===== src/rtl/bin_to_bcd_seq.sv =====
// Iterative double-dabble binary-to-BCD converter, one bit per clk_in cycle.
// Optional macro SIGNED_INPUT_EN: two's-complement input, magnitude converted, sign on neg.
module bin_to_bcd_seq #(
  parameter int WIDTH  = 32,
  parameter int DIGITS = 10
) (
  input  logic                  clk_in,
  input  logic                  rst_in,
  input  logic                  start,
  input  logic [WIDTH-1:0]      binary,
  output logic                  busy,
  output logic                  done,
  output logic                  state_dbg,
  output logic [4*DIGITS-1:0]   bcd
`ifdef SIGNED_INPUT_EN
  ,
  output logic                  neg
`endif
);

  // Handshake: start is sampled only while IDLE (busy=0); busy stays high for
  // WIDTH cycles; done pulses for one cycle exactly when bcd takes its new value.

  localparam int BW         = 4 * DIGITS;
  localparam int CW         = $clog2(WIDTH + 1);
  localparam int MIN_DIGITS = (WIDTH * 30103 + 99999) / 100000;

  if (DIGITS < MIN_DIGITS) begin : g_digits_check
    $error("bin_to_bcd_seq: DIGITS too small to hold a WIDTH-bit value");
  end

  typedef enum logic {IDLE = 1'b0, SHIFT = 1'b1} state_t;

  state_t            state_q, state_d;
  logic [WIDTH-1:0]  shift_q, shift_d;
  logic [BW-1:0]     scratch_q, scratch_d;
  logic [CW-1:0]     cnt_q, cnt_d;
  logic [BW-1:0]     bcd_d;
  logic              done_d;
  logic [BW-1:0]     adj;
  logic [BW+WIDTH-1:0] shifted;
  logic [WIDTH-1:0]  load_val;
  logic              load_neg;
  logic [3:0]        nib;

`ifdef SIGNED_INPUT_EN
  logic sign_q, sign_d, neg_d;
  // Unsigned negation, so the most negative input yields 2^(WIDTH-1).
  assign load_neg = binary[WIDTH-1];
  assign load_val = load_neg ? (~binary + WIDTH'(1)) : binary;
`else
  assign load_neg = 1'b0;
  assign load_val = binary;
`endif

  assign busy      = (state_q == SHIFT);
  assign state_dbg = state_q;

  // Per-digit +3 correction; nibbles never carry into each other.
  always_comb begin
    adj = scratch_q;
    nib = 4'd0;
    for (int d = 0; d < DIGITS; d++) begin
      nib = scratch_q[4*d +: 4];
      adj[4*d +: 4] = (nib >= 4'd5) ? (nib + 4'd3) : nib;
    end
    shifted = {adj, shift_q} << 1;
  end

  always_comb begin
    state_d   = state_q;
    shift_d   = shift_q;
    scratch_d = scratch_q;
    cnt_d     = cnt_q;
    bcd_d     = bcd;
    done_d    = 1'b0;
`ifdef SIGNED_INPUT_EN
    sign_d    = sign_q;
    neg_d     = neg;
`endif
    case (state_q)
      IDLE: begin
        if (start) begin
          shift_d   = load_val;
          scratch_d = '0;
          cnt_d     = CW'(WIDTH);
          state_d   = SHIFT;
`ifdef SIGNED_INPUT_EN
          sign_d    = load_neg;
`endif
        end
      end
      SHIFT: begin
        scratch_d = shifted[BW+WIDTH-1:WIDTH];
        shift_d   = shifted[WIDTH-1:0];
        cnt_d     = cnt_q - CW'(1);
        if (cnt_q == CW'(1)) begin
          bcd_d   = shifted[BW+WIDTH-1:WIDTH];
          done_d  = 1'b1;
          state_d = IDLE;
`ifdef SIGNED_INPUT_EN
          neg_d   = sign_q;
`endif
        end
      end
      default: state_d = IDLE;
    endcase
  end

  always_ff @(posedge clk_in or posedge rst_in) begin
    if (rst_in) begin
      state_q   <= IDLE;
      shift_q   <= '0;
      scratch_q <= '0;
      cnt_q     <= '0;
      bcd       <= '0;
      done      <= 1'b0;
`ifdef SIGNED_INPUT_EN
      sign_q    <= 1'b0;
      neg       <= 1'b0;
`endif
    end else begin
      state_q   <= state_d;
      shift_q   <= shift_d;
      scratch_q <= scratch_d;
      cnt_q     <= cnt_d;
      bcd       <= bcd_d;
      done      <= done_d;
`ifdef SIGNED_INPUT_EN
      sign_q    <= sign_d;
      neg       <= neg_d;
`endif
    end
  end

endmodule


===== config.mk =====
export PLATFORM = sky130hd
export DESIGN_NAME = bin_to_bcd_seq
export DESIGN_NICKNAME = d
export VERILOG_FILES = /design/src/rtl/bin_to_bcd_seq.sv
export SDC_FILE = /design/constraint.sdc
export NUM_CORES = 1
export LEC_CHECK = 0
export CELL_PAD_IN_SITES_DETAIL_PLACEMENT = 1
export CELL_PAD_IN_SITES_GLOBAL_PLACEMENT = 1
export CORE_UTILIZATION = 43
export CTS_CLUSTER_SIZE = 20
export DETAILED_ROUTE_END_ITERATION = 16
export GPL_TIMING_DRIVEN = 0
export PLACE_DENSITY = 0.79
export SLEW_MARGIN = 20
export SYNTH_ARGS = -nofsm -noshare
export SYNTH_HDL_FRONTEND = slang
export SYNTH_SLANG_ARGS = --single-unit

===== constraint.sdc =====
create_clock -name clk_in -period 5.3 [get_ports clk_in]
set_input_delay 0.795 -clock clk_in [delete_from_list [all_inputs] [get_ports clk_in]]
set_output_delay 0.795 -clock clk_in [all_outputs]
set_load 0.05 [all_outputs]

Word-level counts from Yosys, hierarchy flattened
Cells that the tools add are included.
W data, S select, Z words.
{"block": "classes", "n_addsub": 11, "order_cmp": 10, "n_eq_ne": 2, "n_mux": 21, "bitwise_logic": 1, "reduce_logical": 1}
{"cell": "$pmux W40 S2", "n": 1}
{"cell": "$pmux W32 S2", "n": 1}
{"cell": "$ge A4 B3 Y1 const B", "n": 10}
{"cell": "$mux W40", "n": 1}
{"cell": "$add A4 B2 Y4 const B", "n": 9}
{"cell": "$mux W4", "n": 9}
{"cell": "$mux W32", "n": 1}
{"cell": "$pmux W6 S2", "n": 1}
{"cell": "$eq A6 B1 Y1 const B", "n": 1}
{"cell": "$mux W6", "n": 1}
{"cell": "$sub A6 B1 Y6 const B", "n": 1}
{"cell": "$mux W1", "n": 4}
{"cell": "$add A3 B2 Y3 const B", "n": 1}
{"cell": "$mux W3", "n": 1}
{"cell": "$ne A2 B2 Y1 const B", "n": 1}
{"cell": "$pmux W1 S2", "n": 1}
{"cell": "$reduce_and A2 Y1", "n": 1}
{"cell": "$not A1 Y1", "n": 1}
{"block": "word_totals", "reg_bits": 120, "inputBits": 35, "output_inout_bits": 43, "elab_cells": 52}

Longest topological paths before layout
Gate-level depths: netlist (run 1).
{"block": "logic_depth", "ltp_word": 3, "depth_mapped": 8, "ltp_nobuf": 6}

Least setup slack after synthesis (run 1)
No wires, ideal clock.
{"block": "synth_path", "path_type": "flip-flop to flip-flop", "from": "register state_q (netlist: busy)", "to": "register bcd[10]", "setup_ps": 125, "arrival_time_ps": 1688, "t_required_ps": 5175, "path_slack_ps": 3487, "path_stages_with_launch": 7, "path_buffers": 2, "synth_period_minus_slack_ps": 1813, "path_cell_list": "dfrtp_1 > buf_2 > and4bb_1 > nand2_2 > inv_2 > buf_6 > mux2_4"}
{"block": "synth_via", "elab_chain_cells": 1}
{"item": "start, declared", "line_no": "34", "source": "state_t state_q, state_d;"}
{"item": "start signal, assigned", "line_no": "123", "source": "state_q <= state_d;"}
{"item": "$reduce_and A2 Y1 (no source line)"}
{"item": "end signal, assigned", "line_no": "116", "source": "bcd <= '0;"}
{"item": "end signal, assigned", "line_no": "127", "source": "bcd <= bcd_d;"}
{"item": "end, declared", "line_no": "14", "source": "output logic [4*DIGITS-1:0] bcd"}
Every way passes these cells.
A chain may end at the register's enable or synchronous reset.

Worst setup path in the final report (run 1)
{"block": "layout_path", "from": "register state_q (netlist: busy)", "to": "output state_dbg"}
{"item": "end, declared", "line_no": "13", "source": "output logic state_dbg,"}
No word-level cell between the ends.

==> metrics, run 1 <==
Main synth FF type dfrtp_1; worst path required time 4510 ps; synth-to-layout area growth 26.94%; Max Slew Vio Count 0; Setup Skew 7.542 ps; count of buffers from port buffering 76; period utilisation layout around 47%; CTS tree yes; VDD IR max about 0.3 mV; drt pass-1 iters 4; final WL 14,720 um; crit end category output port; leakage between 3 and 4 nW; Vias/cell 5.367; Cell Pwr Density approximately 660 mW/mm^2; Final Util around 57%; clock latency on the worst-skew pair about 420 ps; H-tree depth 4; syn nets between 600 and 700; commonest non-fill, non-tap cell in the layout dfrtp_1; DP Wirelength around 10,000 um; Worst-path clk slew 50 ps; setup violators final 0; synthesized area per cell a little over 10 um^2; worst-path maximum fanout 3; CP peak stage delay 790 ps; Post-synth EDFFs 0; worst path cell trace buf_4 > clkdlybuf4s50_1; ANT cells 0; Design Power between 4 and 5 mW; Num Clock Sinks 120; Startpoint Class register; Synth cell types 34; initial DRC count 210; Die Span Y 117.2 um; post-synthesis register bit count 120; minimum clock period approximately 2500 ps; Netlist Area Pre-Place roughly 0.0057 mm^2; clk buf depth 2; commonest non-fill, non-tap cells in the layout 120 x dfrtp_1, 93 x nand2_1, 76 x clkdlybuf4s50_1; initial antenna violation count 0; Synth async-reset ratio 100.0%; CTS resizes 0; largest net degree at the start of global routing 66; nets between 700 and 800; gpl congestion approximately 0.81; Die ar. about 0.014 mm^2; RSZ-0062 raised after global routing no; highest clock rate about 400 MHz; Post-CTS Setup Inserts 0; Slew @ Worst Pin about 630 ps; DRT antenna net count 0; starting density of the core between 40 and 50%; final hold vios 0; number of global-route vias before repair 4,865; Max Cap Viol 0; layout cell share with drive strength beyond 1 8.926%; synth warn 0; status finished clean; Inserted Clock Buffers 17; via count between 4,000 and 5,000; crit path max-delay cell type clkdlybuf4s50_1; worst hold slack approximately 470 ps; crit path kind register to output port; Total Routing Usage GR between 20% and 30%; Rows ~40; Syn Inst Count between 500 and 600; Setup TNS 0 ps; drt wl/cell between 15 and 20 um; sequential area share after synthesis between 50% and 60%; Slew HR between 50 and 60%; CTS Hold Buffers Added 0; grt ovf 0; die width about 120 um; io pins between 70 and 80; total core area around 0.013 mm^2; drt drc 0; worst hold path type register to register; root buf cell clkbuf_16; first-pass GRT wire length about 24,000 um; Critical Path AT ~1700 ps
[critical path: cells and delay by family, from the launching register on]
family	cells	cell delay, ps
buffers and inverters	2	910
flip-flops	1	380
[layout make-up]
class | count | area, um^2
plain buffers | 34 | 163.9
clock buffers | 27 | 513.0
clock inverters | 3 | 15.01
fillers | 1417 | 5534
inverters | 26 | 102.6
multi-input cells | 374 | 2439
flip-flops and latches | 120 | 3003
well taps | 172 | 215.2
repair buffers | 77 | 788.3
[layer usage]
layer  GRT usage, %  vias up  routed length (um)  part of all wire, %
met1          27.96     2291                6414                   44
li1               -     2103                   -                    -
met4          8.439        0                 246                  1.7
met3          5.458       21                 389                  2.6
met5              0        -                   0                    0
met2          42.16       56                7669                   52
[per-stage QoR]
stage	cell area (um^2)	std cells	setup WS, ps
2_1_floorplan	5703	554	1319
3_3_place_gp	6679	802	-455.7
3_5_place_dp	6711	803	3112
4_1_cts	7239	833	2777
5_1_grt	7239	833	2747
6_report	7239	833	2789
[state kept, by name, indices dropped and copies added, names as in the netlist]
name / flops
bcd: 40
busy: 1
cnt_q: 6
done: 1
scratch_q: 40
shift_q: 32
[final timing paths]
path | from | end | slack, ps | depth (start not counted)
worst max-delay path | busy | state_dbg | 2790 | 2
worst min-delay path | bcd[20] | bcd[20] | 470 | 2
worst max register to register | busy | scratch_q[8] | 3470 | 5
worst min register to register | bcd[20] | bcd[20] | 470 | 2
max in group asynchronous | rst_in | bcd[3] | 3790 | 3
min in group asynchronous | rst_in | shift_q[22] | 810 | 2
[synthesized netlist by cell type (2+ instances only)]
master | count | share of area (%)
dfrtp_1 | 120 | 53
nand2_1 | 93 | 6.1
o21ai_0 | 49 | 4.3
mux2i_1 | 42 | 7.4
o22ai_1 | 31 | 3.4
a21oi_1 | 30 | 2.6
inv_1 | 24 | 1.6
ha_1 | 22 | 4.8
o21ai_1 | 22 | 1.9
nor3b_1 | 19 | 2.5
clkbuf_1 | 17 | 1.1
buf_2 | 11 | 0.97
xnor2_1 | 11 | 1.7
a21o_1 | 10 | 1.3
nand2b_1 | 10 | 1.1
and3_1 | 9 | 0.99
mux2_4 | 8 | 2.1
buf_4 | 4 | 0.53
nor2_1 | 4 | 0.26
mux2_2 | 3 | 0.59
inv_2 | 2 | 0.13
[report_power, final]
part / internal [mW] / leakage (nW) / switching, mW
combinational: 0.839 / 1.50 / 1.27
clock: 0.651 / 0.263 / 0.386
sequential: 1.30 / 1.52 / 0.295
[logic make-up after synthesis]
group | Yosys count | share of synthesized area (%)
compound gates | 146 | 14.13
simple gates | 140 | 11.69
flops | 120 | 52.65
fa+ha+maj | 22 | 4.827
buf+inv | 60 | 4.585
mux | 54 | 10.27
xor+xnor | 12 | 1.843
No activity file was read; power rests on OpenSTA's default activity.
==> run 2: changes to the inputs <==
--- a/config.mk
+++ b/config.mk
@@ -7,11 +7,11 @@
 export LEC_CHECK = 0
 export CELL_PAD_IN_SITES_DETAIL_PLACEMENT = 1
 export CELL_PAD_IN_SITES_GLOBAL_PLACEMENT = 1
-export CORE_UTILIZATION = 43
+export CORE_UTILIZATION = 39
 export CTS_CLUSTER_SIZE = 20
 export DETAILED_ROUTE_END_ITERATION = 16
 export GPL_TIMING_DRIVEN = 0
-export PLACE_DENSITY = 0.79
+export PLACE_DENSITY = 0.75
 export SLEW_MARGIN = 20
 export SYNTH_ARGS = -nofsm -noshare
 export SYNTH_HDL_FRONTEND = slang
==> constraint.sdc (replaced) <==
create_clock -name clk_in -period 2.16 [get_ports clk_in]
set_input_delay 0.324 -clock clk_in [delete_from_list [all_inputs] [get_ports clk_in]]
set_output_delay 0.324 -clock clk_in [all_outputs]
set_load 0.05 [all_outputs]
==> run 2 against run 1 <==
Compared with the run above:
- cell count rose by 1.2%
- sequential power rose by 150%
- sequential share of layout area fell by 0.38 points
- sequential cell count did not move
- wire length rose by 2.0%
- register-to-register slack got worse by 3100 ps
- critical path type unchanged
- largest power group unchanged
==> metrics, run 2 (synthesis results as in run 1) <==
status finished clean; Critical Path AT roughly 1700 ps; commonest non-fill, non-tap cells in the layout 120 x dfrtp_1, 93 x nand2_1, 76 x clkdlybuf4s50_1; area of the multi-input gates about 0.0024 mm^2; Inserted Clock Buffers 17; RSZ-0062 raised after global routing no; worst-path maximum fanout 3; commonest non-fill, non-tap cell in the layout dfrtp_1; gpl congestion ~0.74; layout cell share with drive strength beyond 1 approximately a tenth; leakage 3.306 nW; R2R setup slack around 390 ps; Num Clock Sinks between 100 and 150; Largest regs bcd: 40 flops, scratch_q: 40 flops, shift_q: 32 flops; starting density of the core between 40% and 50%; ANT cells 0; CTS tree yes; die width roughly 120 um; setup violators final 0; initial antenna violation count 0; Cell Area, Placed 0.006773 mm^2; H-tree depth 4; first-pass GRT wire length around 25,000 um; Max Slew Vio Count 0; Startpoint Class register; fin area about 0.0073 mm^2; Die ar. about 0.015 mm^2; Worst-path clk slew 50 ps; Post-CTS Setup Inserts 0; synth-to-layout area growth 28.13%; root buf cell clkbuf_16; Setup Skew between 7 and 8 ps; number of global-route vias before repair 5,022; grt ovf 0; minimum clock period 2037 ps; FF-to-FF End bcd[2]; Vias/cell roughly 5.4; CTS Hold Buffers Added 0; Cell Pwr Density 1596 mW/mm^2; worst hold path type input port to asynchronous set/reset pin; Total Routing Usage GR 22.14%; count of buffers from port buffering 76; DRT antenna net count 0; drt drc 0; nets 710; highest clock rate 491.0 MHz; VDD IR max roughly 0.85 mV; period utilisation layout between 90% and 100%; drt pass-1 iters 4; Setup TNS 0 ps; Slew HR between 60% and 70%; DP Wirelength 10,780 um; initial DRC count between 200 and 250; io pins 78; worst path required time 1840 ps; total core area around 0.014 mm^2; Storage cell area 0.003003 mm^2; clk buf depth 2; crit end category output port; final hold vios 0; CTS resizes 0; clock latency on the worst-skew pair 410 ps; Critical R2R Launch scratch_q[0]; Max Cap Viol 0; R2R depth 6; drt wl/cell 17.80 um; Rows 43; via count about 4,500; largest net degree at the start of global routing 30; final WL around 15,000 um; fillers around 1,600; Design Power ~12 mW; crit path kind register to output port; Die Span Y roughly 120 um; Slew @ Worst Pin roughly 570 ps
==> run 2: changes by cell type in the layout (fill, tap and decap cells not counted), sizes merged <==
cell,previous run,this run
inv,26,25
clkbuf,44,43
buf,18,21
clkinvlp,0,1
==> run 2: per-layer routing <==
metal / part of all wire (%) / global-route usage, % / vias to the layer above / wire [um]
met4: 1.1 / 7.317 / 0 / 167
li1: - / - / 2113 / -
met3: 4.9 / 5.950 / 14 / 731
met2: 52 / 39.08 / 75 / 7752
met1: 42 / 25.95 / 2316 / 6355
met5: 0 / 0 / - / 0
==> run 2: where the power goes <==
group / leakage [nW] / switching, mW / internal [mW] / total, mW
logic: 1.52 / 3.10 / 2.07 / 5.17
clock network: 0.268 / 0.944 / 1.62 / 2.57
registers: 1.52 / 0.742 / 3.19 / 3.93
total: 3.31 / 4.79 / 6.88 / 11.7
==> run 2: final cells by class <==
class | count | share of cell area [%]
plain buffers | 34 | 2.243
clock buffers | 26 | 7.106
clock inverters | 3 | 0.2055
inverters | 26 | 1.387
multi-input cells | 374 | 33.37
flip-flops and latches | 120 | 41.10
well taps | 180 | 3.082
repair buffers | 80 | 11.51
==> run 2: worst max path at each step <==
stage	from	to	depth (start not counted)
after CTS	busy	state_dbg	2
after detailed placement	busy	scratch_q[20]	5
after floorplan	busy	bcd[10]	6
after global placement	rst_in	bcd[2]	2
final	busy	state_dbg	2
after global routing	busy	state_dbg	2
==> run 2: worst max-delay path: stages, from the launching register on <==
cell             delay [ps]
dfrtp_1                 390
buf_4                   120
clkdlybuf4s50_1         790
==> run 2: per-stage QoR <==
stage	cells	worst slack, ps	utilization, %	hold slack [ps]
after global routing	843	66.91	51.84	268.1
after floorplan	554	347.2	-	449.2
after detailed placement	814	410.2	48.05	468.9
final	843	123.2	51.84	252.5
after global placement	810	-810.2	47.48	458.9
after CTS	843	98.12	51.84	252.1
==> run 3: changes to the inputs <==
==> config.mk (replaced) <==
export PLATFORM = sky130hd
export DESIGN_NAME = bin_to_bcd_seq
export DESIGN_NICKNAME = d
export VERILOG_FILES = /design/src/rtl/bin_to_bcd_seq.sv
export SDC_FILE = /design/constraint.sdc
export NUM_CORES = 1
export LEC_CHECK = 0
export CORE_UTILIZATION = 50
export CTS_CLUSTER_SIZE = 20
export DETAILED_ROUTE_END_ITERATION = 16
export GPL_TIMING_DRIVEN = 0
export PLACE_DENSITY = 0.76
export SLEW_MARGIN = 20
export SYNTH_ARGS = -nofsm -noshare
export SYNTH_HDL_FRONTEND = slang
export SYNTH_SLANG_ARGS = --single-unit
export TNS_END_PERCENT = 5
==> run 3 against run 2 <==
Compared with the run above:
- die area down 22%
- total power increased by 1.8%
- sequential power fell by 1%
- critical path depth stayed put
- combinational power decreased by 2%
- sequential share of layout area is essentially flat
- count of clock-buffer cells in the layout shrank 3
- highest routed layer unchanged
==> metrics, run 3 (synthesis results as in run 1) <==
die width 108.8 um; count of buffers from port buffering 76; leakage roughly 3.3 nW; Slew HR around three fifths; commonest non-fill, non-tap cell in the layout dfrtp_1; Design Power approximately 12 mW; clk buf depth 2; drt wl/cell about 16 um; worst-path maximum fanout 3; CTS Hold Buffers Added 0; Worst-path clk slew around 60 ps; Max Slew Vio Count 0; Die Span Y roughly 110 um; Critical Path AT 1710 ps; Startpoint Class register; final hold vios 0; fin area 0.007311 mm^2; Max Cap Viol 0; worst path required time 1840 ps; starting density of the core a little over 50%; Slew @ Worst Pin slightly below 600 ps; highest clock rate 491.6 MHz; clock latency on the worst-skew pair 410 ps; root buf cell clkbuf_16; Rows 38; first-pass GRT wire length between 20,000 and 25,000 um; initial DRC count 295; drt pass-1 iters 4; synth-to-layout area growth 28.19%; final WL 13,030 um; DP Wirelength 8939 um; CTS tree yes; ANT cells 0; Post-CTS Setup Inserts 0; R2R setup slack 390 ps; largest net degree at the start of global routing 35; crit path kind register to output port; commonest non-fill, non-tap cells in the layout 120 x dfrtp_1, 93 x nand2_1, 76 x clkdlybuf4s50_1; Vias/cell 5.532; fillers 838; gpl congestion roughly 0.81; number of global-route vias before repair around 4,500; via count 4,453; drt drc 0; io pins 78; Largest regs bcd: 40 flops, scratch_q: 40 flops, shift_q: 32 flops; Storage cell area roughly 0.003 mm^2; Cell Area, Placed about 0.0067 mm^2; CTS resizes 0; VDD IR max about 0.75 mV; Cell Pwr Density around 1600 mW/mm^2; period utilisation layout approximately 94%; setup violators final 0; Total Routing Usage GR between 20% and 30%; DRT antenna net count 0; H-tree depth 4; initial antenna violation count 0; R2R depth 5; Num Clock Sinks between 100 and 150; crit end category output port; Critical R2R Launch busy; total core area 0.01098 mm^2; Setup Skew 5.598 ps; minimum clock period ~2000 ps; worst hold path type input port to asynchronous set/reset pin; RSZ-0062 raised after global routing no; area of the multi-input gates about 0.0024 mm^2; Die ar. about 0.012 mm^2; layout cell share with drive strength beyond 1 9.925%; status finished clean; grt ovf 0; nets 709; Inserted Clock Buffers 17; FF-to-FF End scratch_q[8]
## run 3: cell types whose count changed in the layout (fill, tap and decap cells not counted)
cell / before / now
buf_12: 4 / 3
bufinv_16: 0 / 3
clkbuf_1: 20 / 19
clkbuf_8: 6 / 4
clkinv_2: 3 / 6
## run 3: worst max path at each step
stage | from | end | slack [ps]
after floorplan | busy | bcd[10] | 350
after global placement | rst_in | bcd[5] | -730
after detailed placement | busy | scratch_q[17] | 430
after CTS | busy | state_dbg | 120
after global routing | busy | state_dbg | 90
final | busy | state_dbg | 130
## run 3: critical path, stage by stage (launching register included)
cell and delay [ps]:
dfrtp_1 390, buf_4 120, clkdlybuf4s50_1 780
## run 3: layout make-up
| cell class | count | share of cell area, % |
|---|---|---|
| inverters | 26 | 1.386 |
| clock buffers | 23 | 6.675 |
| multi-input cells | 374 | 33.36 |
| plain buffers | 34 | 2.242 |
| flip-flops and latches | 120 | 41.07 |
| clock inverters | 9 | 1.643 |
| repair buffers | 79 | 11.23 |
| well taps | 140 | 2.396 |
## run 3: per-layer routing
metal	vias up	global-route usage [%]	share of wire, %
li1	2119	-	-
met1	2215	31.10	45
met2	97	39.29	50
met3	22	5.738	3.7
met4	0	10.23	1.8
met5	-	0	0
## run 3: per-stage QoR
stage                     setup TNS (ps)  util (%)  hold WS (ps)  instances  worst slack (ps)
after floorplan                        0         -         449.2        554             347.2
after global placement            -86360     60.48         455.4        770            -725.9
after detailed placement               0     61.03         465.4        773             426.4
after CTS                              0     66.56         339.9        805             118.4
after global routing                   0     66.56         390.5        805             86.28
final                                  0     66.56         319.7        805             125.7
## run 3: where the power goes
| part | internal, mW | switching (mW) | leakage, nW | total, mW |
|---|---|---|---|---|
| registers | 3.19 | 0.706 | 1.52 | 3.89 |
| clock network | 1.92 | 0.971 | 0.306 | 2.89 |
| logic | 2.06 | 3.03 | 1.51 | 5.09 |
